### config.mk
export PLATFORM = sky130hd
export DESIGN_NAME = variable_table_loader
export DESIGN_NICKNAME = d
export VERILOG_FILES = /design/src/rtl/variable_table_loader.sv
export SDC_FILE = /design/constraint.sdc
export NUM_CORES = 1
export LEC_CHECK = 0
export BUFFER_PORTS_ARGS = -buffer_cell sky130_fd_sc_hd__buf_4
export CAP_MARGIN = 10
export CORE_UTILIZATION = 40
export DETAILED_ROUTE_END_ITERATION = 8
export PLACE_DENSITY_LB_ADDON = 0.08
export SLEW_MARGIN = 10
export SYNTH_ARGS = -nofsm -noshare
export SYNTH_HDL_FRONTEND = slang
export SYNTH_SLANG_ARGS = --single-unit
### constraint.sdc
create_clock -name clk_i -period 5.6 [get_ports clk_i]
set_input_delay 1.12 -clock clk_i [delete_from_list [all_inputs] [get_ports clk_i]]
set_output_delay 1.12 -clock clk_i [all_outputs]
set_load 0.01 [all_outputs]
### src/rtl/variable_table_loader.sv
// variable_table_loader: serialises a packed truth assignment, received as a word stream over
// valid/ready, into one-bit-per-cycle writes on the variable table cluster's shared load port.
// Optional feature: define VARIABLE_TABLE_LOADER_CLEAR_EN to zero every table address before
// the assignment is written.
module variable_table_loader #(
    parameter int unsigned VARIABLE_ADDRESS_WIDTH = 11,
    parameter int unsigned WORD_WIDTH             = 32
) (
    input  logic                              clk_i,
    input  logic                              rst_ni,
    input  logic                              start_i,
    input  logic [VARIABLE_ADDRESS_WIDTH:0]   num_vars_i,
    input  logic                              abort_i,
    input  logic                              word_valid_i,
    input  logic [WORD_WIDTH-1:0]             word_data_i,
    output logic                              word_ready_o,
    output logic                              axi_en_o,
    output logic                              axi_wr_en_o,
    output logic [VARIABLE_ADDRESS_WIDTH-1:0] axi_addr_o,
    output logic                              axi_data_o,
    output logic                              busy_o,
    output logic                              done_o
);

    localparam int unsigned AW   = VARIABLE_ADDRESS_WIDTH;
    localparam int unsigned BitW = (WORD_WIDTH > 1) ? $clog2(WORD_WIDTH) : 1;
    localparam logic [AW:0]      MaxVars = {1'b1, {AW{1'b0}}};
    localparam logic [BitW-1:0]  LastBit = BitW'(WORD_WIDTH - 1);

    typedef enum logic [2:0] {
        StIdle,
        StClear,
        StWait,
        StShift,
        StDone
    } state_e;

    state_e                state_q;
    logic [AW:0]           count_q;
    logic [AW:0]           var_q;
    logic [BitW-1:0]       bit_q;
    logic [WORD_WIDTH-1:0] word_q;
    logic                  ready_q;
    logic                  en_q;
    logic                  wr_en_q;
    logic [AW-1:0]         addr_q;
    logic                  data_q;
    logic                  busy_q;
    logic                  done_q;

    logic [AW:0]     count_d;
    logic [AW:0]     var_inc;
    logic [BitW-1:0] bit_inc;
    logic            last_var;

    // Clamp the requested count and precompute counter increments.
    always_comb begin
        count_d  = (num_vars_i > MaxVars) ? MaxVars : num_vars_i;
        var_inc  = var_q + 1'b1;
        bit_inc  = bit_q + 1'b1;
        last_var = (var_q == count_q - 1'b1);
    end

    // Load FSM; output registers hold what the load port shows during the next cycle.
    always_ff @(posedge clk_i or negedge rst_ni) begin
        if (!rst_ni) begin
            state_q <= StIdle;
            count_q <= '0;
            var_q   <= '0;
            bit_q   <= '0;
            word_q  <= '0;
            ready_q <= 1'b0;
            en_q    <= 1'b0;
            wr_en_q <= 1'b0;
            addr_q  <= '0;
            data_q  <= 1'b0;
            busy_q  <= 1'b0;
            done_q  <= 1'b0;
        end else begin
            // Strobes and the done pulse are single-cycle unless re-armed below.
            en_q    <= 1'b0;
            wr_en_q <= 1'b0;
            data_q  <= 1'b0;
            done_q  <= 1'b0;
            if (state_q != StIdle && abort_i) begin
                state_q <= StIdle;
                ready_q <= 1'b0;
                busy_q  <= 1'b0;
            end else begin
                unique case (state_q)
                    StIdle: begin
                        if (start_i) begin
                            count_q <= count_d;
                            var_q   <= '0;
                            if (count_d == '0) begin
                                state_q <= StDone;
                                done_q  <= 1'b1;
                            end else begin
                                busy_q <= 1'b1;
`ifdef VARIABLE_TABLE_LOADER_CLEAR_EN
                                state_q <= StClear;
                                en_q    <= 1'b1;
                                wr_en_q <= 1'b1;
                                addr_q  <= '0;
`else
                                state_q <= StWait;
                                ready_q <= 1'b1;
`endif
                            end
                        end
                    end
`ifdef VARIABLE_TABLE_LOADER_CLEAR_EN
                    StClear: begin
                        // var_q doubles as the sweep address until the sweep completes.
                        if (var_q[AW-1:0] == {AW{1'b1}}) begin
                            state_q <= StWait;
                            ready_q <= 1'b1;
                            var_q   <= '0;
                        end else begin
                            var_q   <= var_inc;
                            en_q    <= 1'b1;
                            wr_en_q <= 1'b1;
                            addr_q  <= var_inc[AW-1:0];
                        end
                    end
`endif
                    StWait: begin
                        if (word_valid_i) begin
                            word_q  <= word_data_i;
                            bit_q   <= '0;
                            state_q <= StShift;
                            ready_q <= 1'b0;
                            en_q    <= 1'b1;
                            wr_en_q <= 1'b1;
                            addr_q  <= var_q[AW-1:0];
                            data_q  <= word_data_i[0];
                        end
                    end
                    StShift: begin
                        // The strobe for (var_q, bit_q) is on the port this cycle.
                        if (last_var) begin
                            state_q <= StDone;
                            done_q  <= 1'b1;
                            busy_q  <= 1'b0;
                        end else begin
                            var_q <= var_inc;
                            if (bit_q == LastBit) begin
                                state_q <= StWait;
                                ready_q <= 1'b1;
                            end else begin
                                bit_q   <= bit_inc;
                                en_q    <= 1'b1;
                                wr_en_q <= 1'b1;
                                addr_q  <= var_inc[AW-1:0];
                                data_q  <= word_q[bit_inc];
                            end
                        end
                    end
                    StDone: begin
                        state_q <= StIdle;
                    end
                    default: begin
                        state_q <= StIdle;
                        ready_q <= 1'b0;
                        busy_q  <= 1'b0;
                    end
                endcase
            end
        end
    end

    assign word_ready_o = ready_q;
    assign axi_en_o     = en_q;
    assign axi_wr_en_o  = wr_en_q;
    assign axi_addr_o   = addr_q;
    assign axi_data_o   = data_q;
    assign busy_o       = busy_q;
    assign done_o       = done_q;

endmodule

* Word-level counts from Yosys, hierarchy flattened
Cells that the tools add are included.
Cells by class: add/sub/neg operators 3, magnitude comparators 2, equality and inequality tests 18, muxes and demuxes 46, bitwise logic cells 1, reduce and logical (&&, ||, !) cells 14
Operators with widths (number):
- 12-bit two-way mux | 3
- 11-bit two-way mux | 3
- 12-bit case mux with 2 select lines | 1
- 11-bit case mux with 2 select lines | 1
- 1-bit two-way mux | 21
- 3-bit two-way mux | 6
- 3-bit != test, second input constant | 6
- 5-bit two-way mux | 3
- 12-bit by 1-bit adder with 12-bit output, second input constant | 1
- 12-bit equality test | 1
- 12-bit > comparator, second input constant | 1
- 12-bit logical NOT | 1
- 12-bit by 1-bit subtractor with 12-bit output, second input constant | 1
- 2-bit != test, second input constant | 5
- 5-bit case mux with 2 select lines | 1
- 3-bit case mux with 3 select lines | 1
- 3-bit AND reduction | 3
- 4-bit AND reduction | 2
- 3-bit by 2-bit equality test with 1-bit output, second input constant | 2
- 5-bit by 6-bit less-than comparator with 1-bit output, second input constant | 1
- 1-bit case mux with 2 select lines | 3
- 6-bit AND reduction | 1
- 5-bit by 1-bit adder with 5-bit output, second input constant | 1
- 1-bit binary-select mux with 5-bit select | 1
- other kinds (13) | 14
Word-level totals: flip-flop bits (word level) 80, bits of input ports 49, output and inout port bits 17, word-level logic and storage cells 95

* Depth between registers and ports, before layout
Gate-level depths: netlist of the first run.
depth in word-level cells 7, mapped depth 13, depth with buffers taken out 9

* Worst setup path after synthesis of the first run
OpenSTA, ideal clock, no wires.
path type register -> register, start point register count_q[0], end point register addr_q[10] (netlist: axi_addr_o[10]), setup time 0.125 ns, data arrival time 3.005 ns, required time 5.475 ns, setup slack 2.470 ns, stages on the path, launching flop included 14, path buffers 4, clock period less this slack 3.130 ns, cell sequence dfrtp_1 inv_1 ha_1 or4b_1 clkbuf_2 or4_1 a211oi_1 or2_1 and4_1 buf_4 a21o_1 buf_6 buf_12 mux2_4
Between the ends: longest elaborated chain between the ends 4
RTL lines:
- start, declared | RTL line 39 | logic [AW:0] count_q;
- start signal, assigned | RTL line 93 | count_q <= count_d;
- 12-bit by 1-bit subtractor with 12-bit output | RTL line 61 | last_var = (var_q == count_q - 1'b1);
- 12-bit equality test | RTL line 61
- 2-bit != test (no source line)
- 5-bit AND reduction (no source line)
- end signal, assigned | RTL line 135 | addr_q <= var_q[AW-1:0];
- end signal, assigned | RTL line 154 | addr_q <= var_inc[AW-1:0];
- end, declared | RTL line 46 | logic [AW-1:0] addr_q;
Every way passes these cells. A chain may end at the register's enable or synchronous reset.

* Worst setup path in the final report of the first run
start point register count_q[0], end point register var_q[0]
Between the ends: longest elaborated chain between the ends 4
RTL lines:
- 12-bit by 1-bit subtractor with 12-bit output | RTL line 61
- 12-bit equality test | RTL line 61
- 2-bit != test (no source line)
- 4-bit AND reduction (no source line)
- end signal, assigned | RTL line 146 | var_q <= var_inc;
- end, declared | RTL line 40 | logic [AW:0] var_q;
Every way passes these cells.

==> results.md, run 1 <==
- Run status: complete, no violations
- Number of different library cells in the post-synthesis netlist: 66
- Clock transition at path regs: 0.06 ns
- I/O Pins: 66
- Max clock buf depth: 2
- Tcrit/Tclk final: a little under three quarters
- Die area: 11750 sq um
- Pins over their slew limit: 0
- Measured slew at the worst slew-check pin: about 1.1 ns
- Clock latency reported for the late side of the worst-skew pair: 0.34 ns
- Worst stage delay on the critical path: 0.83 ns
- Sum of negative setup slack: 0 ns
- DRC viols: 0
- Async S/R FF share, synth: 100.0%
- Effective utilization at floorplan: 41.42%
- Detailed-routing iteration count for the pre-antenna-repair pass: 4
- Buffers & Inverters on Critical Path: 1
- Final setup violation count: 0
- Cells resized by post-CTS repair: 0
- Req. time, crit path: 5.83 ns
- Most common cell after layout, fill and taps aside: sky130_fd_sc_hd__nand2_1
- Critical path cell sequence: inv_1, ha_1, or4b_1, or4_1, a211oi_1, or2_1, nand4_1, a21oi_1, mux2_2
- Final nets: 589
- Setup bufs post-CTS: 0
- Pwr/cell area: between 300 and 400 nW/um^2
- Number of register bits inferred by synthesis: 80
- Number of flops mapped to enable cells by yosys: 0
- Nature of the critical path startpoint: flip-flop
- Worst Setup Path Type: flip-flop to flip-flop
- First DRT Iteration DRCs: 178
- TritonCTS clock tree: yes
- Post-DP HPWL: 7653 um
- Finished layout cell area: 5338 sq um
- DR vias: approximately 3700
- Number of H-tree levels: 3
- Gp weighted congestion: 0.8425
- Antenna Cells: 0
- Max-Cap Viols: 0
- Fraction of final layout cells sized beyond drive strength 1: approximately a fifth
- Instance area at placement: between 5000 and 6000 sq um
- Detailed-route wire length per cell: 15.96 um
- Synthesized netlist net count: approximately 550
- Number of hold buffers added after cts: 0
- Static Leakage: 0.002555 uW
- Master cell of the clock root buffer: sky130_fd_sc_hd__clkbuf_16
- Maximum number of pins on one net before global-route repair: 46
- Core Area: 10940 sq um
- TritonCTS buffer count: 9
- Die width: 108.4 um
- CP Max Fanout: 22
- Primary flip-flop cell chosen by synthesis mapping: sky130_fd_sc_hd__dfrtp_1
- Unrepaired setup endpoints after global routing: no
- Overflow after GRT: 0
- Part of the Yosys area used for sequential elements: 44.20%
- Final hold viol count: 0
- CTS sink cnt: 80
- IO buf count: 65
- Peak supply drop: roughly 0.16 mV
- Die Y-Extent: 108.4 um
- Cell Rows: 38
- Critical path endpoint category: flip-flop
- Hold/Removal Path Class: flip-flop to flip-flop
- Residual antenna-violating net count after detailed routing: 0
- Area growth from synthesis to final layout: 17.85%
- Post-Syn Area: between 4000 and 5000 sq um
- Global-route wire length before repair: ~18000 um
- Vias/cell: 5.385
- Maximum clock skew at final layout: 0.008235 ns
- Cell class contributing the biggest share of worst-path delay: simple AND/OR/NAND/NOR gates
- Post-synthesis area per instance: 9.150 sq um
- Library cell contributing the largest single delay on the critical path: sky130_fd_sc_hd__nand4_1
- Data arrival, critical path: 4.24 ns
- Most frequent cells in the layout: sky130_fd_sc_hd__nand2_1, sky130_fd_sc_hd__dfrtp_1, sky130_fd_sc_hd__buf_4
- Total number of yosys warnings: 0
- Normalized max-slew margin: 29.33%
- Via count of the first global-routing pass: 3623
- Synthesized instance count: 495
- Max Clk Rate: about 0.25 GHz
- Initial antenna violation count: 0
- Tot GR Track Use: between 20% and 30%
- Post-layout minimum cycle time: 4.010 ns
- Total wire length: 10850 um
where the power goes:
| group | total (uW) | switching [uW] | internal, uW | leakage [uW] |
|---|---|---|---|---|
| clock network | 633 | 242 | 391 | 0.000150 |
| logic | 613 | 300 | 313 | 0.00136 |
| registers | 842 | 132 | 711 | 0.00105 |
registers in the layout (all words and copies together), names as in the netlist:
name          cells
axi_addr_o       11
axi_data_o        1
axi_wr_en_o       1
bit_q             5
busy_o            1
count_q          12
done_o            1
state_q           3
var_q            12
word_q           32
word_ready_o      1
synth_stat cells (all sizes together) (3+ instances only):
library cell	number	area share (%)
a211oi	4	0.66
a21oi	11	1.2
a22o	5	0.97
a31o	4	0.77
and3	3	0.41
buf	7	1.5
clkbuf	31	2.6
dfrtp	80	44
ha	5	1.4
inv	14	1.2
mux2	11	3.1
mux2i	5	1.1
mux4	10	5.0
nand2	139	12
nand2b	10	1.4
nand3	9	0.99
nand3b	3	0.50
nand4	5	0.69
nor2	21	1.7
nor2b	6	0.83
nor3	7	0.77
nor3b	3	0.50
nor4	4	0.55
o21ai	20	2.2
o31ai	6	0.99
or2	4	0.55
or3	4	0.55
or4	6	0.99
xnor2	15	2.9
xor2	9	1.7
tightest hold or removal path, stage by stage (launching register included):
cell,delay [ns]
sky130_fd_sc_hd__dfrtp_1,0.34
sky130_fd_sc_hd__nand2_1,0.05
sky130_fd_sc_hd__nand2_1,0.05
cell families after synthesis:
| kind of cell | Yosys count | synth area share (%) |
|---|---|---|
| flip-flops | 80 | 44.20 |
| adder cells (fa/ha/maj) | 5 | 1.381 |
| AO/OA/AOI/OAI | 75 | 11.74 |
| buffers and inverters | 52 | 5.221 |
| multiplexers | 26 | 9.144 |
| XOR/XNOR | 24 | 4.641 |
| AND/OR/NAND/NOR | 233 | 23.67 |
path summary, 6_finish.rpt:
check,slack (ns),endpoint,cells after the start,start
hold reg to reg,0.47,word_q[16],2,word_q[16]
setup / recovery,1.59,var_q[0],9,count_q[0]
setup reg to reg,1.59,var_q[0],9,count_q[0]
max in group asynchronous,3.88,word_q[9],2,rst_ni
hold / removal,0.47,word_q[16],2,word_q[16]
min in group asynchronous,0.73,count_q[5],1,rst_ni
stage by stage:
step           util, %  cells  setup WS, ns  hold slack, ns  power, uW
6_report         48.81    680         1.590          0.4726       2088
5_1_grt          48.81    680         1.323          0.4985       2231
4_1_cts          48.81    680         1.641          0.4773       2107
3_5_place_dp     45.94    664         1.656          0.4615       1471
3_3_place_gp     45.94    664         1.721          0.4547       1461
2_1_floorplan        -    495         2.470          0.4403       1300
area by class of cell:
type | count | area, sq um
repair buffers | 67 | 503.0
fillers | 1067 | 5598
clock inverters | 5 | 81.33
multi-input cells | 363 | 2291
clock buffers | 11 | 232.7
flip-flops and latches | 80 | 2002
well taps | 140 | 175.2
inverters | 14 | 52.55
layer usage:
| layer | vias to the layer above | share of wire [%] | track usage, % |
|---|---|---|---|
| li1 | 1791 | - | - |
| met1 | 1759 | 46 | 26.35 |
| met2 | 88 | 47 | 32.78 |
| met3 | 24 | 4.3 | 3.797 |
| met4 | 0 | 2.8 | 9.363 |
| met5 | - | 0 | 0 |
(Power assumes the default switching activity.)
==> run 2: changes to the inputs <==
==> constraint.sdc (replaced) <==
create_clock -name clk_i -period 3.3 [get_ports clk_i]
set_input_delay 0.66 -clock clk_i [delete_from_list [all_inputs] [get_ports clk_i]]
set_output_delay 0.66 -clock clk_i [all_outputs]
set_load 0.01 [all_outputs]
==> run 2 against run 1 <==
- die area did not move
- clock-buffer cell count up 1
- combinational power increased by 91%
- worst hold slack got worse by 0.17 ns
- setup slack worse by 1.4 ns
- register-to-register slack worse by 1.4 ns
- first-iteration DRC count up 15%
- sequential share of layout area shrank 0.78 points
- utilization up 1.0 points
- largest power group unchanged
==> results.md, run 2 (synthesis gave the netlist of run 1 again) <==
- TritonCTS buffer count: 9
- Switching share of power: 32.73%
- Critical R2R Launch: count_q[0]
- Top Registers: word_q (32), count_q (12), var_q (12)
- Relative contribution of combinational cells to total power: 33.4%
- Most frequent cells in the layout: sky130_fd_sc_hd__nand2_1, sky130_fd_sc_hd__buf_4, sky130_fd_sc_hd__dfrtp_1
- Final hold viol count: 0
- Instance area at placement: 5156 sq um
- Measured slew at the worst slew-check pin: 0.8158 ns
- Initial antenna violation count: 0
- Total wire length: 10980 um
- Fraction of final layout cells sized beyond drive strength 1: 23.38%
- Clock latency reported for the late side of the worst-skew pair: 0.34 ns
- Most common cell after layout, fill and taps aside: sky130_fd_sc_hd__nand2_1
- Worst Setup Path Type: flip-flop to flip-flop
- DR vias: between 3000 and 4000
- Pwr/cell area: 645.4 nW/um^2
- Max clock buf depth: 2
- IO buf count: 65
- Overflow after GRT: 0
- Maximum clock skew at final layout: 0.007804 ns
- Core Area: between 10000 and 15000 sq um
- Antenna Cells: 0
- Detailed-route wire length per cell: 15.77 um
- R2r setup slk: 0.15 ns
- Finished layout cell area: 5451 sq um
- Via count of the first global-routing pass: 3729
- TritonCTS clock tree: yes
- Setup bufs post-CTS: 0
- Final nets: approximately 610
- Master cell of the clock root buffer: sky130_fd_sc_hd__clkbuf_16
- Net switching power: 1152 uW
- Gp weighted congestion: 0.8262
- Worst stage delay on the critical path: 0.50 ns
- Data arrival, critical path: 3.36 ns
- Library cell contributing the largest single delay on the critical path: sky130_fd_sc_hd__or4b_1
- Peak supply drop: 0.3436 mV
- Nature of the critical path startpoint: flip-flop
- Cell Rows: 38
- Area growth from synthesis to final layout: 20.36%
- Worst reg-to-reg path cell count: 10
- Buffers & Inverters on Critical Path: 2
- Flip-flop count of the largest register, all copies and words added: 32
- Sequential power share: 39.2%
- CP Max Fanout: 16
- Cell class contributing the biggest share of worst-path delay: simple AND/OR/NAND/NOR gates
- I/O Pins: 66
- Reg2Reg Capture Point: axi_addr_o[5]
- Tot GR Track Use: 20.61%
- Global-route wire length before repair: roughly 18000 um
- Largest Register: word_q
- Unrepaired setup endpoints after global routing: no
- Max Clk Rate: 0.3180 GHz
- Req. time, crit path: about 3.5 ns
- Die area: 11750 sq um
- CTS sink cnt: 80
- Static Leakage: roughly 0.0026 uW
- Maximum number of pins on one net before global-route repair: 41
- Cell internal pwr: 2367 uW
- Critical path cell sequence: inv_1, ha_1, or4b_1, or4_1, a211oi_1, or2_1, and4_4, a21o_1, buf_12, mux2_2
- Die Y-Extent: 108.4 um
- Detailed-routing iteration count for the pre-antenna-repair pass: 4
- Critical path endpoint category: flip-flop
- Number of H-tree levels: 3
- Tcrit/Tclk final: 95.31%
- Max-Cap Viols: 0
- Residual antenna-violating net count after detailed routing: 0
- Post-layout minimum cycle time: 3.145 ns
- Effective utilization at floorplan: 41.42%
- Clock transition at path regs: 0.06 ns
- Vias/cell: 5.318
- DRC viols: 0
- Clock share of power: 27.5%
- Sum of negative setup slack: 0 ns
- Die width: 108.4 um
- Hold/Removal Path Class: input port to asynchronous set/reset pin
- Post-DP HPWL: 8004 um
- Run status: complete, no violations
- Final setup violation count: 0
- Normalized max-slew margin: 45.48%
- Pins over their slew limit: 0
- First DRT Iteration DRCs: slightly above 200
==> run 2: cell types whose count changed in the layout (fill, tap and decap cells not counted), moves of 2 or more <==
cell / before / now
sky130_fd_sc_hd__buf_4: 67 / 82
sky130_fd_sc_hd__clkbuf_8: 0 / 3
sky130_fd_sc_hd__bufinv_16: 2 / 0
sky130_fd_sc_hd__clkbuf_1: 2 / 0
==> run 2: worst max-delay path by stage <==
stage | startpoint | endpoint | cells after the start
final | count_q[0] | axi_addr_o[5] | 10
after global routing | count_q[0] | axi_addr_o[6] | 10
after CTS | count_q[0] | axi_addr_o[5] | 10
after detailed placement | count_q[0] | axi_addr_o[5] | 10
after global placement | count_q[0] | axi_addr_o[2] | 10
after floorplan | count_q[0] | axi_addr_o[10] | 13
==> run 2: metrics by stage <==
stage | instances | util, % | hold slack, ns | total power, uW | setup slack, ns
3_3_place_gp | 680 | 47.15 | 0.4548 | 2546 | 0.2709
3_5_place_dp | 680 | 47.15 | 0.4606 | 2574 | 0.1951
2_1_floorplan | 495 | - | 0.3644 | 2206 | 0.1703
6_report | 696 | 49.85 | 0.3019 | 3518 | 0.1549
4_1_cts | 696 | 49.83 | 0.3177 | 3563 | 0.1673
5_1_grt | 696 | 49.85 | 0.3375 | 3769 | 0.005359
==> run 2: cell type report <==
class / instances / area (sq um)
Clock inverter: 4 / 26.28
Fill cell: 1057 / 5484
Sequential cell: 80 / 2002
Tap cell: 140 / 175.2
Timing Repair Buffer: 83 / 635.6
Clock buffer: 12 / 266.5
Multi-Input combinational cell: 363 / 2293
Inverter: 14 / 52.55
==> run 2: power by group through the flow <==
stage	combinational, uW	sequential, uW	clock, uW
2_1_floorplan	885	1320	0
3_3_place_gp	1160	1380	0
3_5_place_dp	1180	1390	0
4_1_cts	1190	1380	998
5_1_grt	1320	1410	1040
6_report	1170	1380	966
==> run 2: timing repair <==
action                                  in CTS  in global routing
hold buffers                                 0                  0
resized for setup                            0                  1
endpoints found under the setup margin       0                  6
==> run 2: per-layer routing <==
| layer | wire length, um | vias to the layer above | track usage, % |
|---|---|---|---|
| met4 | 175 | 0 | 8.494 |
| met5 | 0 | - | 0 |
| met1 | 4984 | 1786 | 25.89 |
| met2 | 5372 | 85 | 34.22 |
| met3 | 446 | 12 | 4.521 |
| li1 | - | 1818 | - |
==> run 2: worst register-to-register path, delay by kind of cell (launching register included) <==
family	cells	cell delay, ns
muxes	1	0.35
AOI/OAI and AO/OA	2	0.39
DFF	1	0.43
buffers and inverters	2	0.27
and+or+nand+nor	4	1.41
adders and majority gates	1	0.17
